## src/rtl/spi_ram_ctrl_if.sv

```systemverilog
// Signal bundle shared by the SPI pins, the controller and the single-port SPI RAM.
// The slave modport is the controller's view; the master modport is the view of the pins and RAM.
interface spi_ram_ctrl_if #(
    parameter int ADDR_SIZE = 8
);
    logic                 ss_n;
    logic                 mosi;
    logic                 miso;
    logic [ADDR_SIZE+1:0] rx_data;
    logic                 rx_valid;
    logic [ADDR_SIZE-1:0] tx_data;
    logic                 tx_valid;

    modport slave (
        input  ss_n, mosi, tx_data, tx_valid,
        output miso, rx_data, rx_valid
    );

    modport master (
        output ss_n, mosi, tx_data, tx_valid,
        input  miso, rx_data, rx_valid
    );
endinterface

```

## src/rtl/spi_ram_ctrl.sv

```systemverilog
// SPI slave sequencer for the single-port SPI RAM: deserialises command words onto rx_data
// and serialises read bytes on miso. Define SPI_RAM_CTRL_CMD_CHECK_EN to reject inconsistent commands.
module spi_ram_ctrl #(
    parameter int ADDR_SIZE = 8
) (
    input  logic          clk,
    input  logic          rst,
    spi_ram_ctrl_if.slave bus
);
    localparam int         CMD_W        = ADDR_SIZE + 2;
    localparam logic [3:0] PAYLOAD_LAST = 4'(CMD_W - 1);
    localparam logic [3:0] BYTE_LAST    = 4'(ADDR_SIZE - 1);

    typedef enum logic [2:0] {IDLE, CHK_CMD, WRITE, READ_ADD, READ_DATA, DRAIN} state_t;
    typedef enum logic [1:0] {RD_PAYLOAD, RD_WAIT, RD_SHIFT} rd_phase_t;

    state_t               r_state;
    rd_phase_t            r_rd_phase;
    logic [3:0]           r_bit_cnt;
    logic [CMD_W-2:0]     r_shift;
    logic [CMD_W-1:0]     r_rx_data;
    logic                 r_rx_valid;
    logic [ADDR_SIZE-2:0] r_tx_shift;
    logic                 r_miso;
    logic                 r_rd_addr_flag;

    state_t               w_state_next;
    logic [CMD_W-1:0]     w_payload;
    logic                 w_done;
    logic                 w_cmd_ok;
    logic                 w_strobe;
    logic                 w_fin_byte;

    assign w_payload = {r_shift, bus.mosi};

`ifdef SPI_RAM_CTRL_CMD_CHECK_EN
    // The state already encodes the type bit: WRITE means type 0, READ_* means type 1.
    always_comb begin
        w_cmd_ok = 1'b0;
        case (r_state)
            WRITE:     w_cmd_ok = (w_payload[CMD_W-1] == 1'b0);
            READ_ADD:  w_cmd_ok = (w_payload[CMD_W-1:CMD_W-2] == 2'b10);
            READ_DATA: w_cmd_ok = (w_payload[CMD_W-1:CMD_W-2] == 2'b11);
            default:   w_cmd_ok = 1'b0;
        endcase
    end
`else
    assign w_cmd_ok = 1'b1;
`endif

    always_ff @(posedge clk or posedge rst) begin
        if (rst) begin
            r_state <= IDLE;
        end else begin
            r_state <= w_state_next;
        end
    end

    always_comb begin
        // NOTE: every signal driven here gets a default first; a path that leaves one unassigned infers a latch.
        w_state_next = r_state;
        w_done       = 1'b0;
        w_fin_byte   = 1'b0;
        if (bus.ss_n) begin
            w_state_next = IDLE;
        end else begin
            case (r_state)
                IDLE:    w_state_next = CHK_CMD;
                CHK_CMD: begin
                    if (!bus.mosi)          w_state_next = WRITE;
                    else if (r_rd_addr_flag) w_state_next = READ_DATA;
                    else                     w_state_next = READ_ADD;
                end
                WRITE, READ_ADD: begin
                    if (r_bit_cnt == PAYLOAD_LAST) begin
                        w_done       = 1'b1;
                        w_state_next = DRAIN;
                    end
                end
                READ_DATA: begin
                    case (r_rd_phase)
                        RD_PAYLOAD: begin
                            if (r_bit_cnt == PAYLOAD_LAST) begin
                                w_done = 1'b1;
                                if (!w_cmd_ok) w_state_next = DRAIN;
                            end
                        end
                        RD_SHIFT: begin
                            if (r_bit_cnt == BYTE_LAST) begin
                                w_fin_byte   = 1'b1;
                                w_state_next = DRAIN;
                            end
                        end
                        default: w_state_next = r_state;
                    endcase
                end
                default: w_state_next = r_state;
            endcase
        end
    end

    assign w_strobe = w_done & w_cmd_ok;

    always_ff @(posedge clk or posedge rst) begin
        if (rst) begin
            r_rd_phase     <= RD_PAYLOAD;
            r_bit_cnt      <= '0;
            r_shift        <= '0;
            r_rx_data      <= '0;
            r_rx_valid     <= 1'b0;
            r_tx_shift     <= '0;
            r_miso         <= 1'b0;
            r_rd_addr_flag <= 1'b0;
        end else begin
            // NOTE: non-blocking assignments so every register samples pre-edge values regardless of statement order.
            r_rx_valid <= w_strobe;
            if (w_strobe) r_rx_data <= w_payload;

            if (w_strobe && (r_state == READ_ADD)) r_rd_addr_flag <= 1'b1;
            else if (w_fin_byte)                   r_rd_addr_flag <= 1'b0;

            if (bus.ss_n || !(r_state inside {WRITE, READ_ADD, READ_DATA})) begin
                r_bit_cnt  <= '0;
                r_miso     <= 1'b0;
                r_rd_phase <= RD_PAYLOAD;
            end else if ((r_state == READ_DATA) && (r_rd_phase == RD_WAIT)) begin
                if (bus.tx_valid) begin
                    r_miso     <= bus.tx_data[ADDR_SIZE-1];
                    r_tx_shift <= bus.tx_data[ADDR_SIZE-2:0];
                    r_bit_cnt  <= '0;
                    r_rd_phase <= RD_SHIFT;
                end
            end else if ((r_state == READ_DATA) && (r_rd_phase == RD_SHIFT)) begin
                if (r_bit_cnt == BYTE_LAST) begin
                    r_miso     <= 1'b0;
                    r_bit_cnt  <= '0;
                    r_rd_phase <= RD_PAYLOAD;
                end else begin
                    r_miso     <= r_tx_shift[ADDR_SIZE-2];
                    r_tx_shift <= {r_tx_shift[ADDR_SIZE-3:0], 1'b0};
                    r_bit_cnt  <= r_bit_cnt + 4'd1;
                end
            end else begin
                r_shift <= w_payload[CMD_W-2:0];
                if (w_done) begin
                    r_bit_cnt <= '0;
                    if (w_state_next == READ_DATA) r_rd_phase <= RD_WAIT;
                end else begin
                    r_bit_cnt <= r_bit_cnt + 4'd1;
                end
            end
        end
    end

    assign bus.miso     = r_miso;
    assign bus.rx_data  = r_rx_data;
    assign bus.rx_valid = r_rx_valid;
endmodule

```

## src/flat_wrapper.sv

```systemverilog
// flat-port wrapper written by rule: the top's interface ports become plain ports
module spi_ram_ctrl_flat 
#(
    parameter int ADDR_SIZE = 8
)
  (clk, rst, bus_ss_n, bus_mosi, bus_tx_data, bus_tx_valid, bus_miso, bus_rx_data, bus_rx_valid);
  spi_ram_ctrl_if #(.ADDR_SIZE(ADDR_SIZE)) bus_i ();
  input  logic clk;
  input  logic rst;
  input wire logic [$bits(bus_i.ss_n)-1:0] bus_ss_n;
  input wire logic [$bits(bus_i.mosi)-1:0] bus_mosi;
  input wire logic [$bits(bus_i.tx_data)-1:0] bus_tx_data;
  input wire logic [$bits(bus_i.tx_valid)-1:0] bus_tx_valid;
  output wire logic [$bits(bus_i.miso)-1:0] bus_miso;
  output wire logic [$bits(bus_i.rx_data)-1:0] bus_rx_data;
  output wire logic [$bits(bus_i.rx_valid)-1:0] bus_rx_valid;
  assign bus_i.ss_n = bus_ss_n;
  assign bus_i.mosi = bus_mosi;
  assign bus_i.tx_data = bus_tx_data;
  assign bus_i.tx_valid = bus_tx_valid;
  assign bus_miso = bus_i.miso;
  assign bus_rx_data = bus_i.rx_data;
  assign bus_rx_valid = bus_i.rx_valid;
  spi_ram_ctrl #(.ADDR_SIZE(ADDR_SIZE)) u_core (.clk(clk), .rst(rst), .bus(bus_i));
endmodule
```

## config.mk

```make
export PLATFORM = sky130hd
export DESIGN_NAME = spi_ram_ctrl_flat
export DESIGN_NICKNAME = d
export VERILOG_FILES = /design/src/rtl/spi_ram_ctrl_if.sv /design/src/rtl/spi_ram_ctrl.sv /design/src/flat_wrapper.sv
export SDC_FILE = /design/constraint.sdc
export NUM_CORES = 1
export LEC_CHECK = 0
export BUFFER_PORTS_ARGS = -buffer_cell sky130_fd_sc_hd__buf_4
export CAP_MARGIN = 5
export CORE_ASPECT_RATIO = 1.1
export CORE_UTILIZATION = 50
export CTS_BUF_LIST = sky130_fd_sc_hd__clkbuf_4
export DETAILED_ROUTE_END_ITERATION = 7
export PLACE_DENSITY = 0.79
export SLEW_MARGIN = 10
export SYNTH_ARGS = -nofsm -noshare
export SYNTH_HDL_FRONTEND = slang
export SYNTH_SLANG_ARGS = --single-unit
```

## constraint.sdc

```tcl
create_clock -name clk -period 2.1 [get_ports clk]
set_input_delay 0.63 -clock clk [delete_from_list [all_inputs] [get_ports clk]]
set_output_delay 0.63 -clock clk [all_outputs]
set_load 0.05 [all_outputs]
```

==> results.yml <==
status:
  status: "finished, final reports clean"
clock_tree:
  cts.path.max_buffers: 2
  clk_pin_slew_ns: 0.10
  h-tree-depth: 2
  clock_sinks: 38
  cts_setup_buffers: 0
  ctsRootBufferMaster: "clkbuf_4"
  clkLatencyLatePin_ns: 0.34
  cts_tree: "built"
  numCtsBuffers: 5
synth:
  syn_nets: 166
  synthAdderAreaFrac: 0.0139
  synthCells: 151
  syn_area_mm2: 0.00180
  synth_area_per_cell_um2: 11.9
  synth_top_family_by_area: "multiplexers"
  yosys.area_share.simple: 0.155
  yosysWarnings: 0
  muxShareOfSynthArea: 0.165
  synth_xor_area_frac: 0.00488
  ys_ff_latch: 38
  async_flop_share: 1.00
  synth_cell_type_count: 40
  seq_area_frac_synth: 0.530
  synth_edf_count: 0
  synth_compound_area_frac: 0.0927
  yosysTopAreaCell: "dfrtp_1"
  synthFlopType: "dfrtp_1"
  synthTopCellsByArea: "dfrtp_1 53%, mux2_2 11%, mux2i_1 3.3%"
  synth_top_area_share: 0.530
routing:
  drc_errors: 0
  vias: 1243
  drtIter0Drc: 80
  wl_um: 3270
  ant_nets: 0
  viasPerCell: 5.40
  firstDrtPassIters: 4
  wire_per_inst_um: 14.2
finish:
  diodes: 0
  syn_to_final_growth_pct: 18.3
  multi_input_area_um2: 781
  regArea_um2: 952
  final_cells: 230
  fillCellCount: 266
  layout.nets: 197
  drive_above_1_share: 0.363
timing:
  rsz0062_at_grt: "yes"
  fin_ws_ns: 0.0700
  slew_headroom: 0.693
  hold_viol_final: 0
  fin_crit_ns: 2.03
  period_share: 0.967
  worstMarginPinSlew_ns: 0.461
  fmax_ghz: 0.493
  finalMaxSlewViolations: 0
  setup_viol: 0
  finClkSkew_ns: 0.00697
  setup_tns_ns: 0
placed_design:
  dp_cells: 223
  pre_cts_ws_ns: 0.0284
  gp_congestion: 0.780
  portBuffers: 24
  place_hpwl_um: 2330
worst_hold_path:
  hp-class: "input pin to async pin"
floorplanning:
  core_area_mm2: 0.00339
  io_pins: 25
  initial_core_util: 0.530
  die_area_mm2: 0.00383
  chipWidth_um: 59.1
  fp-row-count: 22
  die_height_um: 64.9
pwr:
  power_density_mw_per_mm2: 786
  p_total_mw: 1.67
  peakVddDrop_mv: 0.543
  leakage_nw: 1.05
job:
  max-cap-violations: 0
worst_setup_path:
  reg2reg_slack_ns: 0.07
  end_kind: "register"
  path_cells: "nor4b_4 > a21oi_1 > or3_1 > buf_4 > a221oi_1 > nor3_1"
  crit_type: "register to register"
  r2r_end: "u_core.r_bit_cnt[3]"
  slowest_delay_ns: 0.49
  r2r_start: "u_core.r_state[1]"
  critPathMaxFanout: 18
  rr_worst_depth: 6
  worstPathArrival_ns: 2.25
  worst_path_max_delay_cell: "dfrtp_2"
  required_ns: 2.32
  worst_setup_path_start_kind: "register"
global_routing:
  grt_first_pass_wirelength_um: 5600
  grt.total_usage: 0.196
  grt_max_degree: 39
  antenna_found_initial: 0
  grt_overflow: 0
  grt_pass1_vias: 1303
-- routing by layer --
layer / track usage / part of all wire
met1: 0.238 / 0.44
met2: 0.331 / 0.51
met3: 0.0479 / 0.027
met4: 0.0744 / 0.016
met5: 0 / 0
-- layout by cell type (no fill, tap or decap), types with 2 or more instances in the layout --
| master | instances |
|---|---|
| clkbuf_4 | 5 |
| and3b_1 | 2 |
| mux2i_1 | 6 |
| mux2_2 | 17 |
| a21oi_1 | 5 |
| mux2_4 | 3 |
| buf_4 | 32 |
| nand2_1 | 14 |
| o21ai_0 | 11 |
| inv_1 | 5 |
| ha_1 | 2 |
| nand4b_1 | 3 |
| nor2b_1 | 2 |
| a31oi_1 | 3 |
| nand4_1 | 2 |
| nor2_1 | 5 |
| dfrtp_1 | 37 |
| nor3_1 | 2 |
| nor3b_2 | 2 |
| o22ai_1 | 2 |
| or3b_2 | 2 |
| nand3b_1 | 2 |
-- worst max-delay path by stage --
stage / to / start / slack, ns / cells after the start
after floorplan: u_core.r_shift[0] / bus_ss_n / 0.07 / 5
after global placement: u_core.r_shift[4] / bus_ss_n / 0.16 / 5
after detailed placement: u_core.r_bit_cnt[3] / u_core.r_state[1] / 0.03 / 6
after CTS: u_core.r_bit_cnt[3] / u_core.r_state[1] / 0.008 / 6
after global routing: u_core.r_bit_cnt[3] / u_core.r_state[1] / -0.03 / 6
final: u_core.r_bit_cnt[3] / u_core.r_state[1] / 0.07 / 6
-- Yosys cell counts (all sizes together) (3+ instances only) --
cell type / number
a21oi: 5
a31oi: 3
buf: 4
clkbuf: 4
dfrtp: 38
inv: 5
mux2: 20
mux2i: 6
nand2: 14
nand4b: 3
nor2: 5
nor3b: 3
o21ai: 12
-- power breakdown --
group / total [mW] / internal [mW] / leakage [nW] / switching, mW
clock network: 0.460 / 0.241 / 0.0387 / 0.219
logic: 0.299 / 0.172 / 0.496 / 0.127
registers: 0.911 / 0.824 / 0.513 / 0.0863
total: 1.67 / 1.24 / 1.05 / 0.433
-- sequential cells by signal, summed over array words and instances, names as in the netlist --
signal                 count
u_core.bus.miso            1
u_core.bus.rx_data        10
u_core.bus.rx_valid        1
u_core.r_bit_cnt           4
u_core.r_rd_addr_flag      1
u_core.r_rd_phase          2
u_core.r_shift             9
u_core.r_state             3
u_core.r_tx_shift          7
-- per-stage QoR --
step | hold WS (ns) | instance area (um2) | utilization
2_1_floorplan | 0.450 | 1800 | -
4_1_cts | 0.396 | 2120 | 0.625
6_report | 0.389 | 2120 | 0.627
3_5_place_dp | 0.478 | 2040 | 0.604
3_3_place_gp | 0.464 | 2040 | 0.604
5_1_grt | 0.436 | 2120 | 0.627
-- worst max-delay path: cells and delay by family (launching register included) --
family                 cells  cell delay, ns
AND/OR/NAND/NOR            3            0.79
AO/OA/AOI/OAI              2            0.42
buffers and inverters      1            0.21
flip-flops                 1            0.49
-- layout make-up --
| class | count | share of cell area |
|---|---|---|
| inverters | 5 | 0.00884 |
| flip-flops and latches | 38 | 0.448 |
| well taps | 48 | 0.0283 |
| clock buffers | 5 | 0.0177 |
| repair buffers | 32 | 0.113 |
| clock inverters | 2 | 0.0159 |
| multi-input cells | 100 | 0.368 |
-- what timing repair did --
item	CTS	global route
resized for setup	0	2
hold buffers	0	0
endpoints found under the setup margin	0	4
-- cell families (layout without fill, tap and decap cells) --
group / after synthesis / after routing
AND/OR/NAND/NOR: 43 / 43
flip-flops: 38 / 38
AO/OA/AOI/OAI: 28 / 28
multiplexers: 26 / 26
buffers and inverters: 13 / 44
adder cells (fa/ha/maj): 2 / 2
XOR/XNOR: 1 / 1
No activity file was read; power rests on OpenSTA's default activity.
